--- src/rtl/pipeline_scoreboard_pkg.sv ---
// Shared types for the RISCAT pipeline scoreboard: per-stage tracking entry and forward-select.
// Entry fields are sized for the largest supported configuration (REG_AW <= 8, DEPTH <= 15).
package riscat_pipe_pkg;

  localparam int SB_AW_MAX = 8;
  localparam int SB_LW_MAX = 4;

  typedef logic [SB_LW_MAX-1:0] fwd_sel_t;

  typedef struct packed {
    logic                 valid;
    logic [SB_AW_MAX-1:0] rd;
    logic [SB_LW_MAX-1:0] rem;
  } sb_entry_t;

  localparam fwd_sel_t FWD_REGFILE = '0;

  function automatic logic [SB_LW_MAX-1:0] rem_dec(input logic [SB_LW_MAX-1:0] r);
    return (r == '0) ? '0 : r - SB_LW_MAX'(1);
  endfunction

endpackage

--- src/rtl/pipeline_scoreboard_src_match.sv ---
// Per-source priority search over the in-flight entries; the youngest matching stage decides
// between a forward from that stage, a hazard, or the regfile path.
module scoreboard_src_match import riscat_pipe_pkg::*; #(
  parameter int DEPTH  = 3,
  parameter int REG_AW = 5,
  localparam int LW    = $clog2(DEPTH + 1)
) (
  input  sb_entry_t         entries [DEPTH],
  input  logic [REG_AW-1:0] rs,
  input  logic              rs_en,
  output logic [LW-1:0]     fwd_sel,
  output logic              hazard
);

  always_comb begin
    fwd_sel = LW'(FWD_REGFILE);
    hazard  = 1'b0;
    if (rs_en && (rs != '0)) begin
      // Walk oldest to youngest so the youngest match overrides (WAW).
      for (int s = DEPTH; s >= 1; s--) begin
        if (entries[s-1].valid && (entries[s-1].rd == SB_AW_MAX'(rs))) begin
          if (entries[s-1].rem == '0) begin
            fwd_sel = LW'(s);
            hazard  = 1'b0;
          end else begin
            fwd_sel = LW'(FWD_REGFILE);
            hazard  = 1'b1;
          end
        end
      end
    end
  end

endmodule

--- src/rtl/pipeline_scoreboard.sv ---
// Hazard/forwarding tracker: shifts in-flight destinations through DEPTH post-issue stages,
// drives per-source forward selects and stalls issue until a needed result exists.
module pipeline_scoreboard import riscat_pipe_pkg::*; #(
  parameter int NUM_SRC = 2,
  parameter int DEPTH   = 3,
  parameter int REG_AW  = 5,
  localparam int LW     = $clog2(DEPTH + 1)
) (
  input  logic                      clk,
  input  logic                      reset_n,
  input  logic                      issue_valid,
  input  logic [REG_AW-1:0]         issue_rd,
  input  logic [LW-1:0]             issue_lat,
  input  logic [NUM_SRC*REG_AW-1:0] issue_rs,
  input  logic [NUM_SRC-1:0]        issue_rs_en,
  output logic                      issue_ready,
  output logic [NUM_SRC*LW-1:0]     fwd_sel,
  input  logic                      flush,
  output logic [31:0]               stall_count
);

  sb_entry_t          entry_q [DEPTH];
  sb_entry_t          entry_d [DEPTH];
  logic [NUM_SRC-1:0] hazard;
  logic [31:0]        stall_count_q;
  logic [31:0]        stall_count_d;

  for (genvar i = 0; i < NUM_SRC; i++) begin : g_src
    scoreboard_src_match #(
      .DEPTH  (DEPTH),
      .REG_AW (REG_AW)
    ) u_match (
      .entries (entry_q),
      .rs      (issue_rs[i*REG_AW +: REG_AW]),
      .rs_en   (issue_rs_en[i]),
      .fwd_sel (fwd_sel[i*LW +: LW]),
      .hazard  (hazard[i])
    );
  end

  assign issue_ready = ~(|hazard) & ~flush;
  assign stall_count = stall_count_q;

  always_comb begin
    entry_d[0].valid = issue_valid & issue_ready & ~flush & (issue_rd != '0);
    entry_d[0].rd    = SB_AW_MAX'(issue_rd);
    entry_d[0].rem   = SB_LW_MAX'(issue_lat) - SB_LW_MAX'(1);
    // Flush kills whatever is leaving stage 1 on this edge; the last stage simply retires.
    for (int s = 1; s < DEPTH; s++) begin
      entry_d[s].valid = entry_q[s-1].valid & ~(flush && (s == 1));
      entry_d[s].rd    = entry_q[s-1].rd;
      entry_d[s].rem   = rem_dec(entry_q[s-1].rem);
    end
  end

  always_comb begin
    stall_count_d = stall_count_q;
    if (issue_valid && !issue_ready && !flush && (stall_count_q != 32'hFFFF_FFFF))
      stall_count_d = stall_count_q + 32'd1;
  end

  always_ff @(posedge clk or negedge reset_n) begin
    if (!reset_n) begin
      for (int s = 0; s < DEPTH; s++) entry_q[s] <= '0;
      stall_count_q <= '0;
    end else begin
      for (int s = 0; s < DEPTH; s++) entry_q[s] <= entry_d[s];
      stall_count_q <= stall_count_d;
    end
  end

  always_ff @(posedge clk) begin
    if (reset_n && issue_valid && issue_ready && (issue_rd != '0))
      assert ((issue_lat != '0) && (int'(issue_lat) <= DEPTH));
  end

endmodule

--- config.mk ---
export PLATFORM = sky130hd
export DESIGN_NAME = pipeline_scoreboard
export DESIGN_NICKNAME = d
export VERILOG_FILES = /design/src/rtl/pipeline_scoreboard_pkg.sv /design/src/rtl/pipeline_scoreboard_src_match.sv /design/src/rtl/pipeline_scoreboard.sv
export SDC_FILE = /design/constraint.sdc
export NUM_CORES = 1
export LEC_CHECK = 0
export BUFFER_PORTS_ARGS = -buffer_cell sky130_fd_sc_hd__buf_4
export CORE_UTILIZATION = 50
export DETAILED_ROUTE_END_ITERATION = 7
export PLACE_DENSITY = 0.69
export RECOVER_POWER = 25
export SLEW_MARGIN = 20
export SYNTH_ARGS = -nofsm -noshare
export SYNTH_HDL_FRONTEND = slang
export SYNTH_HIERARCHICAL = 1
export SYNTH_SLANG_ARGS = --single-unit
--- constraint.sdc ---
create_clock -name clk -period 3.4 [get_ports clk]
set_input_delay 0.68 -clock clk [delete_from_list [all_inputs] [get_ports clk]]
set_output_delay 0.68 -clock clk [all_outputs]
set_load 0.1 [all_outputs]
# Word-level counts from Yosys, hierarchy flattened
# Cells that the tools add are included.
# word_totals
in_bits	23
romBits	0
out_inout_bits	37
mem_count	0
latch_bits	0
mem_bits_rw	0
regBits	61
# op_classes
magnitude_cmp	0
add_sub_neg	4
n_mul	0
div_mod_pow	0
eq_ne	7
muxes	24
shift	0
bitwise	7
n_reduce_logical	20
# op_table
op	count
32-bit by 1-bit adder with 32-bit output, second input constant	1
32-bit inequality test, second input constant	1
5-bit equality test	6
2-bit 2-to-1 mux	10
5-bit nonzero test	3
4-bit zero test	3
1-bit 2-to-1 mux	12
1-bit logical AND	11
4-bit 2-to-1 mux	2
4-bit by 1-bit subtractor with 4-bit output, second input constant	2
1-bit AND	5
2-bit by 1-bit subtractor with 3-bit output, second input constant	1
1-bit zero test	2
1-bit NOT	2
2-bit OR reduction	1

# Longest topological paths before layout
# depth
word_depth	13
depth_mapped	10

# Modules after synthesis
# Netlist, hierarchy kept.
# modules_own_cells
module	cells_per_inst	area_each_um2	instances	seq_area_each_um2
pipeline_scoreboard	217	2501.1	1	1526.5
scoreboard_src_match	41	317.8	2	0.0

# Least setup slack after synthesis
# OpenSTA, ideal clock, no wires.
# synth_timing
path_type	input -> output
startpoint	input port issue_rs[7]
endpoint	output port issue_ready
required_time_ps	2720
path_slack_ps	-943
cell_stages	4
arrival_time_ps	3663
path_cell_list	or4_1 o21ai_0 a21oi_2 nor3_1
# synth_via
elab_chain_cells	9
word_cells_on_any_way	15
# synth_rtl
item	line_no	text
from (decl)	pipeline_scoreboard.sv:14	input logic [NUM_SRC*REG_AW-1:0] issue_rs,
5-bit equality test	pipeline_scoreboard_src_match.sv:21	if (entries[s-1].valid && (entries[s-1].rd == SB_AW_MAX'(rs))) begin
1-bit logical AND	pipeline_scoreboard_src_match.sv:21	
1-bit 2-to-1 mux (3 in series)	pipeline_scoreboard_src_match.sv:21	
1-bit 2-to-1 mux (*)	pipeline_scoreboard_src_match.sv:18	if (rs_en && (rs != '0)) begin
named net hazard[1]	pipeline_scoreboard.sv:24	logic [NUM_SRC-1:0] hazard;
2-bit OR reduction (*)	pipeline_scoreboard.sv:41	assign issue_ready = ~(|hazard) & ~flush;
1-bit NOT (*)	pipeline_scoreboard.sv:41	
1-bit AND (*)	pipeline_scoreboard.sv:41	
to (decl)	pipeline_scoreboard.sv:16	output logic issue_ready,
# Mark *: on every way through the listed nets, which the timed path passes. The rest lies on a longest branch.

# Worst setup path in the final report
# layout_timing
startpoint	register, netlist name entry_d[12]
endpoint	output port issue_ready
# layout_via
elab_chain_cells	7
word_cells_on_any_way	11
# layout_rtl
item	line_no
1-bit logical AND	pipeline_scoreboard_src_match.sv:21
1-bit 2-to-1 mux (2 in series)	pipeline_scoreboard_src_match.sv:21
1-bit 2-to-1 mux	pipeline_scoreboard_src_match.sv:18
named net hazard[1]	pipeline_scoreboard.sv:24
2-bit OR reduction	pipeline_scoreboard.sv:41
1-bit NOT	pipeline_scoreboard.sv:41
1-bit AND	pipeline_scoreboard.sv:41
# The timed path passes the listed nets, and every way through them passes these cells.

==> impl_metrics.env <==
export IMPL_status="complete, but fails checks"
export IMPL_violations="capacitance limit, slew limit"
export IMPL_cts_htree_levels=3
export IMPL_drt_first_pass_iters=4
export IMPL_async_flop_share_pct=100
export IMPL_rows=28
export IMPL_ir_drop_mv=0.250
export IMPL_syn_to_final_growth_pct=26.8
export IMPL_synth_top_area_share_pct=48.7
export IMPL_port_buffers=59
export IMPL_synth_top_cell_by_area="dfrtp_1"
export IMPL_min_period_ns=3.17
export IMPL_synth_cells=299
export IMPL_met1_usage_pct=28.4
export IMPL_fin_nets=416
export IMPL_synth_edf_count=0
export IMPL_cap_violations=1
export IMPL_die_w_um=81.2
export IMPL_die_h_um=81.2
export IMPL_drive_gt1_share_pct=25.8
export IMPL_synth_area_per_cell_um2=10.5
export IMPL_fp_dieArea_um2=6590
export IMPL_fin_skew_ns=0.00727
export IMPL_clock_path_buffers=2
export IMPL_synth_most_common_cell="dfrtp_1"
export IMPL_cp_arrival_ns=2.49
export IMPL_synth_compound_area_share_pct=5.38
export IMPL_powerDensity_nw_per_um2=374
export IMPL_grt_max_degree=62
export IMPL_grt_setup_unrepaired="false"
export IMPL_place_hpwl_um=5250
export IMPL_p_total_mw=1.49
export IMPL_routabilityCongestion=0.879
export IMPL_grtUsageMet2_pct=39.9
export IMPL_cts_tree="yes"
export IMPL_final_antenna_net_count=0
export IMPL_fin_cells=471
export IMPL_place_area_um2=3800
export IMPL_fin_crit_sh_pct=93.2
export IMPL_hold_buffers=0
export IMPL_slew_limit_headroom_pct=-2.75
export IMPL_cts_buffers=9
export IMPL_syn_area_um2=3140
export IMPL_num_fill_cells=503
export IMPL_path_cells="or4b_4 > nor4_4 > and3_1 > a211o_1 > a21oi_2 > nor3_2 > buf_4"
export IMPL_synth_area_leaders="dfrtp_1 49%, xnor2_1 11%, xor2_1 4.7%, nand4_1 3.8%, nor2_1 3.0%"
export IMPL_setup_ws_ns=0.230
export IMPL_grt_pass1_vias=2491
export IMPL_io_pins=60
export IMPL_fp_coreArea_um2=5990
export IMPL_synth_simple_area_share_pct=26.7
export IMPL_vias=2550
export IMPL_finalInstanceArea_um2=3980
export IMPL_vias_per_cell=5.41
export IMPL_ctsResizeCount=0
export IMPL_p_leak_nw=1.73
export IMPL_grt_util_met3_pct=4.38
export IMPL_slowest_stage="or4b_4"
export IMPL_max_freq_ghz=0.315
export IMPL_antenna_cells=0
export IMPL_ys_types=49
export IMPL_wl_per_cell_um=14.9
export IMPL_synth_top_family_by_area="simple AND/OR/NAND/NOR gates"
export IMPL_overflow=0
export IMPL_criticalPathCategory="flip-flop to output port"
export IMPL_cts_clk_slew_worst_paths_ns=0.07
export IMPL_cts_root_buf="clkbuf_8"
export IMPL_grt_busiest_layer="met2"
export IMPL_timing_hold_ws_ns=0.394
export IMPL_hold_class="flip-flop to flip-flop"
export IMPL_track_usage_pct=23.3
export IMPL_antenna_found_initial=0
export IMPL_insertion_delay_ns=0.33
export IMPL_ys_flop_type="dfrtp_1"
export IMPL_grt_first_pass_wirelength_um=11400
export IMPL_cp_max_fo=3
export IMPL_synthTopCellsByCount="61 x dfrtp_1, 41 x xnor2_1, 25 x nor2_1"
export IMPL_cp_end_kind="output port"
export IMPL_slowest_delay_ns=0.49
export IMPL_drt_iter0_drc=105
export IMPL_tightest_slew_ns=1.54
export IMPL_hold_viol=0
export IMPL_dp_slack_ns=0.0877
export IMPL_yosys_register_bits=61
export IMPL_synthAdderAreaFrac_pct=0.798
export IMPL_muxShareOfSynthArea_pct=0.997
export IMPL_drc=0
export IMPL_yosys_area_share_xor_xnor_pct=16.2
export IMPL_initial_core_util_pct=52.4
export IMPL_critPathLaunchType="flip-flop"
export IMPL_setup_viol=0
export IMPL_final_max_slew_viol_count=62
export IMPL_drt_total_wl_um=7000
export IMPL_required_ns=2.72
export IMPL_yosys_warnings=6
export IMPL_postCtsSetupBuffers=0
export IMPL_ys_seq_area_share_pct=48.7
export IMPL_dp_cells=455
export IMPL_cts_sinks=61
cell families after synthesis:
logic type	Yosys count
mux	3
xor+xnor	58
other cells	1
buf+inv	9
flops	61
compound gates	20
simple gates	145
fa+ha+maj	2
cell usage in the layout (no fill, tap or decap), drive strengths merged, types with 3 or more instances in the layout:
cell type	synthesis	layout
a21oi	3	3
and3	6	6
buf	1	59
clkbuf	1	18
clkinvlp	0	4
conb	1	18
dfrtp	61	61
inv	7	7
nand2	24	24
nand3	17	17
nand4	20	20
nor2	25	25
nor3	12	12
nor4	12	12
o21ai	5	5
or3	4	4
or4	6	6
or4b	4	4
xnor2	41	41
xor2	17	17
through the flow:
| step | util [%] | setup TNS [ns] |
|---|---|---|
| CTS | 66.5 | 0 |
| global route | 66.4 | 0 |
| global placement | 63.4 | 0 |
| floorplan | - | -0.300 |
| detailed placement | 63.4 | 0 |
| finish | 66.4 | 0 |
where the power goes:
group	leakage, nW	total, mW	internal (mW)	switching, mW
clock network	0.0836	0.593	0.302	0.290
registers	0.790	0.771	0.747	0.0236
logic	0.861	0.125	0.0534	0.0712
total	1.73	1.49	1.10	0.385
area by class of cell:
class | count | area [µm²] | area share (%)
clock buffers | 11 | 151 | 3.81
clock inverters | 5 | 35.0 | 0.881
inverters | 7 | 26.3 | 0.660
multi-input cells | 246 | 1660 | 41.6
flip-flops and latches | 61 | 1530 | 38.4
well taps | 75 | 93.8 | 2.36
repair buffers | 66 | 489 | 12.3
path summary, 6_finish.rpt:
path	startpoint	end	slack (ns)	cells after the start
worst max-delay path	entry_d[12]$_DFF_PN0_	issue_ready	0.23	7
worst min-delay path	entry_d[12]$_DFF_PN0_	entry_q[12]$_DFF_PN0_	0.39	0
worst max register to register	entry_d[12]$_DFF_PN0_	stall_count[8]$_DFFE_PN0P_	0.30	10
worst min register to register	entry_d[12]$_DFF_PN0_	entry_q[12]$_DFF_PN0_	0.39	0
max in group asynchronous	reset_n	stall_count[4]$_DFFE_PN0P_	1.75	1
min in group asynchronous	reset_n	entry_d[7]$_DFF_PN0_	0.71	1
critical path: cells and delay by family, from the launching register on:
family / cells / cell delay (ns)
AND/OR/NAND/NOR: 4 / 1.27
flip-flops: 1 / 0.35
AO/OA/AOI/OAI: 2 / 0.19
buffers and inverters: 1 / 0.33
flip-flops by register name, indices dropped and copies added (netlist names):
signal,flops
entry_d,11
stall_count,32
entry_q,18
layer usage:
layer,vias to the layer above,wire (µm)
li1,1250,-
met1,1231,3070
met2,60,3590
met3,9,254
met4,0,90
met5,-,0
Note: power is estimated with default switching activity, not from simulation.
